$ cat config.mk
export PLATFORM = sky130hd
export DESIGN_NAME = uart_rx
export DESIGN_NICKNAME = d
export VERILOG_FILES = /design/src/rtl/uart_pkg.sv /design/src/rtl/sync_2ff.sv /design/src/rtl/uart_rx.sv
export SDC_FILE = /design/constraint.sdc
export NUM_CORES = 1
export LEC_CHECK = 0
export CORE_AREA = 2 2 72 74
export DETAILED_ROUTE_END_ITERATION = 10
export DIE_AREA = 0 0 74 76
export GPL_ROUTABILITY_DRIVEN = 1
export PLACE_DENSITY_LB_ADDON = 0.3
export SYNTH_ARGS = -nofsm -noshare
export SYNTH_HDL_FRONTEND = slang
export SYNTH_SLANG_ARGS = --single-unit
$ cat constraint.sdc
create_clock -name clk -period 1.8 [get_ports clk]
set_input_delay 0.36 -clock clk [delete_from_list [all_inputs] [get_ports clk]]
set_output_delay 0.36 -clock clk [all_outputs]
set_load 0.1 [all_outputs]
$ cat src/rtl/uart_pkg.sv
// Shared UART definitions: FSM state encoding and default frame geometry,
// common to the receiver and the transmitter.
package uart_pkg;

    localparam int UART_DATA_BITS  = 8;
    localparam int UART_OVERSAMPLE = 16;

    typedef enum logic [1:0] {
        IDLE,
        START,
        DATA,
        STOP
    } uart_state_t;

endpackage

$ cat src/rtl/sync_2ff.sv
// Generic two-flop synchronizer for a single asynchronous input.
// RESET_VAL should match the input's idle level so reset causes no false edge.
module sync_2ff #(
    parameter logic RESET_VAL = 1'b0
) (
    input  logic clk,
    input  logic rst,
    input  logic d,
    output logic q
);

    logic meta_reg;
    logic sync_reg;

    always_ff @(posedge clk or posedge rst) begin
        if (rst) begin
            meta_reg <= RESET_VAL;
            sync_reg <= RESET_VAL;
        end else begin
            meta_reg <= d;
            sync_reg <= meta_reg;
        end
    end

    assign q = sync_reg;

endmodule

$ cat src/rtl/uart_rx.sv
// 8N1 UART receiver: oversampled start validation at mid-bit, LSB-first data
// shift, stop-bit check, and single-cycle rx_valid / frame_err strobes.
module uart_rx
    import uart_pkg::*;
#(
    parameter int DATA_BITS  = UART_DATA_BITS,
    parameter int OVERSAMPLE = UART_OVERSAMPLE
) (
    input  logic                 clk,
    input  logic                 rst,
    input  logic                 baud_tick,
    input  logic                 rx_in,
    output logic [DATA_BITS-1:0] data_out,
    output logic                 rx_valid,
    output logic                 frame_err,
    output logic                 rx_busy
);

    localparam int TW = $clog2(OVERSAMPLE);
    localparam int BW = (DATA_BITS > 1) ? $clog2(DATA_BITS) : 1;

    localparam logic [TW-1:0] HALF_M1  = TW'(OVERSAMPLE / 2 - 1);
    localparam logic [TW-1:0] LAST_T   = TW'(OVERSAMPLE - 1);
    localparam logic [BW-1:0] LAST_BIT = BW'(DATA_BITS - 1);

    logic rx_s;

    uart_state_t          state_reg,  state_next;
    logic [TW-1:0]        tick_reg,   tick_next;
    logic [BW-1:0]        bit_reg,    bit_next;
    logic [DATA_BITS-1:0] shift_reg,  shift_next;
    logic [DATA_BITS-1:0] data_reg,   data_next;
    logic                 valid_reg,  valid_next;
    logic                 err_reg,    err_next;

    sync_2ff #(
        .RESET_VAL (1'b1)
    ) u_sync (
        .clk (clk),
        .rst (rst),
        .d   (rx_in),
        .q   (rx_s)
    );

    always_ff @(posedge clk or posedge rst) begin
        if (rst) begin
            state_reg <= IDLE;
            tick_reg  <= '0;
            bit_reg   <= '0;
            shift_reg <= '0;
            data_reg  <= '0;
            valid_reg <= 1'b0;
            err_reg   <= 1'b0;
        end else begin
            state_reg <= state_next;
            tick_reg  <= tick_next;
            bit_reg   <= bit_next;
            shift_reg <= shift_next;
            data_reg  <= data_next;
            valid_reg <= valid_next;
            err_reg   <= err_next;
        end
    end

    always_comb begin
        state_next = state_reg;
        tick_next  = tick_reg;
        bit_next   = bit_reg;
        shift_next = shift_reg;
        data_next  = data_reg;
        valid_next = 1'b0;
        err_next   = 1'b0;

        if (baud_tick) begin
            case (state_reg)
                IDLE: begin
                    if (!rx_s) begin
                        state_next = START;
                        tick_next  = '0;
                    end
                end
                START: begin
                    // Half a bit into the start bit: a high line means the edge was a glitch.
                    if (tick_reg == HALF_M1) begin
                        tick_next = '0;
                        if (!rx_s) begin
                            state_next = DATA;
                            bit_next   = '0;
                        end else begin
                            state_next = IDLE;
                        end
                    end else begin
                        tick_next = tick_reg + 1'b1;
                    end
                end
                DATA: begin
                    if (tick_reg == LAST_T) begin
                        tick_next  = '0;
                        shift_next = {rx_s, shift_reg[DATA_BITS-1:1]};
                        if (bit_reg == LAST_BIT) begin
                            state_next = STOP;
                        end else begin
                            bit_next = bit_reg + 1'b1;
                        end
                    end else begin
                        tick_next = tick_reg + 1'b1;
                    end
                end
                STOP: begin
                    if (tick_reg == LAST_T) begin
                        tick_next  = '0;
                        state_next = IDLE;
                        if (rx_s) begin
                            data_next  = shift_reg;
                            valid_next = 1'b1;
                        end else begin
                            err_next = 1'b1;
                        end
                    end else begin
                        tick_next = tick_reg + 1'b1;
                    end
                end
                default: begin
                    state_next = IDLE;
                    tick_next  = '0;
                end
            endcase
        end
    end

    assign data_out  = data_reg;
    assign rx_valid  = valid_reg;
    assign frame_err = err_reg;
    assign rx_busy   = (state_reg != IDLE);

endmodule

==> out/qor.txt, run 1 <==
CP max stage delay = 0.54 ns
Final setup TNS = 0 ns
Crit path DAT = 1.35 ns
Max Fanout on Critical Path = 11
Worst-Skew Late Latency = 0.27 ns
CTS H-tree lvls = 2
Total wire length = 2.38 mm
Hold Crit Class = reg2reg
Worst-case clock buffer depth = 2
Root Driver = clkbuf_8
Hold WS = 0.361 ns
YS warnings = 0
Unique masters post-synth = 30
Synth Area per Inst = 13.1 um^2
Routability congestion estimate = 0.797
CP required = 1.44 ns
Final max-slew violation count = 0
Wirelength per Cell = 12.3 um
Antenna viol nets, final = 0
Sequential fraction of the synthesis area = 56.7%
Post-synthesis net count = 105
Clk_skew = 0.00680 ns
Syn Inst Count = 98
Setup WS post-layout = 0.0870 ns
Async S/R FF share, synth = 100%
Setup violations, final = 0
Die extent in y = 76 um
Clock transition at path regs = 0.06 ns
Final period utilization = 95.2%
CTS tree = yes
DRC marker count from the first detailed-route iteration = 54
Worst rel slew slack = 70.8%
Core Area = 0.00491 mm^2
Nets = 130
Highest-delay cell along the critical path = dfrtp_1
Post-synth EDFFs = 0
Worst vdd ir = 0.000346 V
Max_cap viols = 0
Drt first pass iters = 4
# IOs = 15
Pre-CTS setup slack = 0.0322 ns
Die width = 74 um
Finished Layout Cells = 194
Register bit total from synthesis = 29
Ant diodes = 0
# fillers = 477
Grt ovf = 0
Status = finished, final reports clean
Layout area overhead = 38.7%
Highest clock rate = 584 MHz
Main synth FF type = dfrtp_1
Layout cells sized above 1 = 43.5%
Via density = 4.41
Hold-fix buffers at CTS = 0
Multi-input gate area = 531 um^2
Worst-Margin Slew = 0.438 ns
Largest net degree at the start of global routing = 30
Die area = 0.00562 mm^2
RSZ-0062 raised after global routing = no
Global-route wire length before repair = 4.08 mm
Crit path launch type = register
CTS Sinks = 29
Final hold vios = 0
Min Clock Period, post-route = 1.71 ns
Antenna violations before repair = 0
Post-DP HPWL = 1.65 mm
Critical path type = reg2out
Row Count = 26
Via count = 856
DRC = 0
Placed Cells = 185
Power density cells = 1140 mW/mm^2
Post-synth design cell area = 0.00128 mm^2
Static Leak = 0.835 nW
Starting Density = 26.1%
TritonCTS buffer count = 5
IO buf count = 14
Reg area = 728 um^2
Worst path cell trace = nor2_2 > inv_1 > buf_12
Setup crit end kind = primary output
Total Routing Usage GR = 9.70%
Number of global-route vias before repair = 882
## metal layers
metal	vias to the layer above	global-route usage [%]	wire length, um
li1	402	-	-
met5	-	0	0
met1	424	12.4	1100
met2	26	14.1	1100
met4	0	4.91	45
met3	4	3.70	132
## critical path: cells and delay by family (launching register included)
kind	cells	cell delay (ns)
buf+inv	2	0.29
flops	1	0.54
simple gates	1	0.25
## placed cells by master, fill, tap and decap left out
cell type	instances
o32ai_2	1
nor2_8	1
or2_4	1
nor2b_1	2
ha_1	2
nor3_2	1
clkbuf_8	6
clkbuf_1	1
buf_4	7
mux2_2	17
nor2_1	4
a21oi_1	1
nand3_4	1
inv_1	4
nor3_1	3
dfstp_2	2
dfrtp_1	27
nor4_1	1
nand2b_1	1
ha_2	1
nand3_1	2
xor2_1	1
a41oi_1	1
bufinv_16	1
o21a_1	1
a22o_1	5
buf_12	11
o31ai_1	1
o211ai_1	1
nor2_2	2
nand4_1	2
clkdlybuf4s50_1	3
a21bo_2	1
nand2_2	1
nand2_1	3
o21ai_0	4
## cells by family after synthesis
| logic type | Yosys count | share of synthesized area [%] |
|---|---|---|
| xor gates and xnor gates | 1 | 0.682 |
| AOI/OAI and AO/OA | 16 | 9.26 |
| adders and majority gates | 3 | 2.92 |
| muxes | 17 | 14.9 |
| and+or+nand+nor | 25 | 12.6 |
| buffers and inverters | 7 | 2.92 |
| DFF | 29 | 56.7 |
## final timing paths
kind,end,start,cells after the start,slack (ns)
max in group asynchronous,u_sync.meta_reg$_DFF_PP1_,rst,3,1.02
worst max-delay path,rx_busy,register,3,0.09
worst min-delay path,u_sync.q$_DFF_PP1_,u_sync.meta_reg$_DFF_PP1_,0,0.36
worst max register to register,shift_reg[3]$_DFFE_PP0P_,tick_reg[1]$_DFFE_PP0P_,5,0.10
worst min register to register,u_sync.q$_DFF_PP1_,u_sync.meta_reg$_DFF_PP1_,0,0.36
min in group asynchronous,data_out[1]$_DFFE_PP0P_,rst,3,0.46
## final cells by class
class | instances | share of cell area [%]
clock buffer | 7 | 4.85
clock inverter | 1 | 1.69
inverter | 4 | 0.843
multi-input combinational | 62 | 29.8
sequential | 29 | 40.9
tap | 70 | 4.92
timing repair buffer | 21 | 17.0
## stage by stage
| stage | util [%] | total power, mW | instance area (um^2) |
|---|---|---|---|
| after floorplan | - | 1.19 | 1280 |
| after global placement | 33.5 | 1.28 | 1640 |
| after detailed placement | 33.5 | 1.31 | 1640 |
| after CTS | 35.9 | 2.02 | 1760 |
| after global routing | 36.2 | 2.15 | 1780 |
| final | 36.2 | 2.03 | 1780 |
## timing repair
action / CTS / global route
setup buffers: 0 / 1
endpoints found under the hold margin: 0 / 0
pin swaps: 0 / 1
gates resized for setup: 1 / 2
endpoints found under the setup margin: 1 / 9
## synth_stat cells (all sizes together), types with 2 or more instances
| library cell | number | area share, % |
|---|---|---|
| dfrtp | 27 | 53 |
| nor2b | 2 | 0.97 |
| nor2 | 7 | 3.5 |
| nand3 | 3 | 2.1 |
| inv | 4 | 1.2 |
| dfstp | 2 | 4.1 |
| nand2 | 4 | 1.4 |
| mux2 | 17 | 15 |
| buf | 3 | 1.8 |
| nor3 | 4 | 1.9 |
| ha | 3 | 2.9 |
| o21ai | 4 | 1.6 |
| a22o | 5 | 3.4 |
| nand4 | 2 | 0.97 |
## report_power, final
part           switching [mW]  total, mW  internal (mW)
clock                   0.242      0.693          0.451
sequential              0.134      0.858          0.724
combinational           0.259      0.481          0.221
total                   0.636       2.03           1.40
Note: power is estimated with default switching activity, not from simulation.
==> inputs of run 2 (changes only) <==
--- a/config.mk
+++ b/config.mk
@@ -10,6 +10,7 @@
 export DIE_AREA = 0 0 74 76
 export GPL_ROUTABILITY_DRIVEN = 1
 export PLACE_DENSITY_LB_ADDON = 0.3
+export RECOVER_POWER = 25
 export SYNTH_ARGS = -nofsm -noshare
 export SYNTH_HDL_FRONTEND = slang
 export SYNTH_SLANG_ARGS = --single-unit
==> run 2 against run 1 <==
Against the previous run:
- global-route usage stayed put
- sequential power hardly changed
- count of clock-buffer cells in the layout stayed put
- utilization is 0.051 points lower
- critical path type unchanged
- cell count stayed put
- hold slack stayed put
- worst setup slack hardly changed
- sequential share of layout area is 0.058 points higher
- flip-flop and latch count stayed put
==> out/qor.txt, run 2 (synthesis gave the netlist of run 1 again) <==
Row Count = 26 (unchanged)
Crit path DAT = 1.35 ns (about the same)
Clock transition at path regs = 0.06 ns (about the same)
Worst path cell trace = nor2_2 > inv_1 > buf_12
Via density = 4.40 (-0.23%)
Critical path type = reg2out
Worst-Skew Late Latency = 0.27 ns (about the same)
Final period utilization = 95.2% (about the same)
DRC marker count from the first detailed-route iteration = 54 (unchanged)
Reg2Reg Depth = 5 (unchanged)
RSZ-0062 raised after global routing = no
Worst-case clock buffer depth = 2 (unchanged)
Worst rel slew slack = 51.6% (-19 points)
Wirelength per Cell = 12.3 um (about the same)
Nets = 130 (unchanged)
Ant diodes = 0 (unchanged)
Die area = 0.00562 mm^2 (unchanged)
RR Startpoint = tick_reg[1]$_DFFE_PP0P_
Final setup TNS = 0 ns (unchanged)
Crit path depth = 3 (unchanged)
Setup crit end kind = primary output
CP delay by family, top = flip-flops
Post-DP HPWL = 1.65 mm (unchanged)
Status = finished, final reports clean
Die extent in y = 76 um (unchanged)
Min Clock Period, post-route = 1.71 ns (+0.000140 ns)
Layout cells sized above 1 = 43.5% (unchanged)
Via count = 854 (-0.23%)
Starting Density = 26.1% (unchanged)
Highest clock rate = 584 MHz (about the same)
Final max-slew violation count = 0 (unchanged)
Static Leak = 0.835 nW (about the same)
DRC = 0 (unchanged)
Worst-Margin Slew = 0.726 ns (+0.289 ns)
Routability congestion estimate = 0.797 (unchanged)
CTS Sinks = 29 (unchanged)
Total wire length = 2.38 mm (about the same)
Number of global-route vias before repair = 882 (unchanged)
TritonCTS buffer count = 5 (unchanged)
Hold Crit Class = reg2reg
Highest-delay cell along the critical path = dfrtp_1
Setup violations, final = 0 (unchanged)
Final hold vios = 0 (unchanged)
Total Routing Usage GR = 9.70% (unchanged)
Commonest non-fill, non-tap cell in the layout = dfrtp_1
Worst setup endpoint = rx_busy
CTS H-tree lvls = 2 (unchanged)
Max Fanout on Critical Path = 11 (unchanged)
Crit Reg-Reg Endpoint = shift_reg[3]$_DFFE_PP0P_
CTS tree = yes
Core Area = 0.00491 mm^2 (unchanged)
R2R Setup Slk = 0.10 ns (about the same)
Most frequent cells in the layout = dfrtp_1, mux2_2, buf_12
Root Driver = clkbuf_8
Grt ovf = 0 (unchanged)
Placement Cell Area = 0.00164 mm^2 (unchanged)
Layout area overhead = 38.5%
Drt first pass iters = 4 (unchanged)
Die width = 74 um (unchanged)
Antenna viol nets, final = 0 (unchanged)
Crit path buf inv count = 2 (unchanged)
# IOs = 15 (unchanged)
Hold-fix buffers at CTS = 0 (unchanged)
CP required = 1.44 ns (about the same)
Crit path launch type = register
Cell area after layout = 0.00178 mm^2 (-0.14%)
Max_cap viols = 0 (unchanged)
Clk_skew = 0.00680 ns (unchanged)
IO buf count = 14 (unchanged)
Worst vdd ir = 0.000341 V (-1.2%)
Global-route wire length before repair = 4.08 mm (unchanged)
Antenna violations before repair = 0 (unchanged)
Power density cells = 1140 mW/mm^2 (about the same)
Largest net degree at the start of global routing = 30 (unchanged)
CP max stage delay = 0.54 ns (about the same)
-- run 2: stage by stage --
step	setup WS, ns	util [%]	total power [mW]	hold WS (ns)	instances
after floorplan	0.169	-	1.19	0.345	98
after global placement	0.0677	33.5	1.28	0.346	185
after detailed placement	0.0322	33.5	1.31	0.354	185
after CTS	0.0308	35.9	2.02	0.363	193
after global routing	0.00840	36.2	2.15	0.363	194
final	0.0868	36.2	2.03	0.361	194
-- run 2: per-layer routing --
layer	wire length, um	up-vias	global-route usage (%)
li1	-	402	-
met1	1100	422	12.4
met2	1100	26	14.1
met3	131	4	3.70
met4	45	0	4.91
met5	0	-	0
-- run 2: layout make-up --
class                           instances  area [um^2]
Clock buffer                            7         86.3
Multi-Input combinational cell         62          531
Fill cell                             478         3130
Clock inverter                          1         30.0
Tap cell                               70         87.6
Timing Repair Buffer                   21          300
Inverter                                4         15.0
Sequential cell                        29          728
-- run 2: power by group --
part | switching, mW | internal, mW | leakage [nW]
Sequential | 0.135 | 0.724 | 0.384
Combinational | 0.258 | 0.219 | 0.392
Clock | 0.242 | 0.451 | 0.0585
-- run 2: worst reg2reg max path: stages (launching register included) --
cell and delay, ns:
dfrtp_1 0.40, ha_2 0.24, nand3_1 0.12, or2_4 0.29, nor2_8 0.18, mux2_2 0.36
-- run 2: timing repair --
action	in CTS	in global routing
buffers inserted	0	1
endpoints found under the hold margin	0	0
resized for setup	1	2
gates cloned	0	0
setup endpoints to repair	1	9
pin swaps	0	1
-- run 2: worst min path at each step --
stage / slack (ns) / depth (start not counted) / endpoint / start
finish: 0.36 / 0 / u_sync.q$_DFF_PP1_ / u_sync.meta_reg$_DFF_PP1_
floorplan: 0.35 / 0 / u_sync.q$_DFF_PP1_ / u_sync.meta_reg$_DFF_PP1_
CTS: 0.36 / 0 / u_sync.q$_DFF_PP1_ / u_sync.meta_reg$_DFF_PP1_
global placement: 0.35 / 0 / u_sync.q$_DFF_PP1_ / u_sync.meta_reg$_DFF_PP1_
global route: 0.36 / 0 / u_sync.q$_DFF_PP1_ / u_sync.meta_reg$_DFF_PP1_
detailed placement: 0.35 / 0 / u_sync.q$_DFF_PP1_ / u_sync.meta_reg$_DFF_PP1_
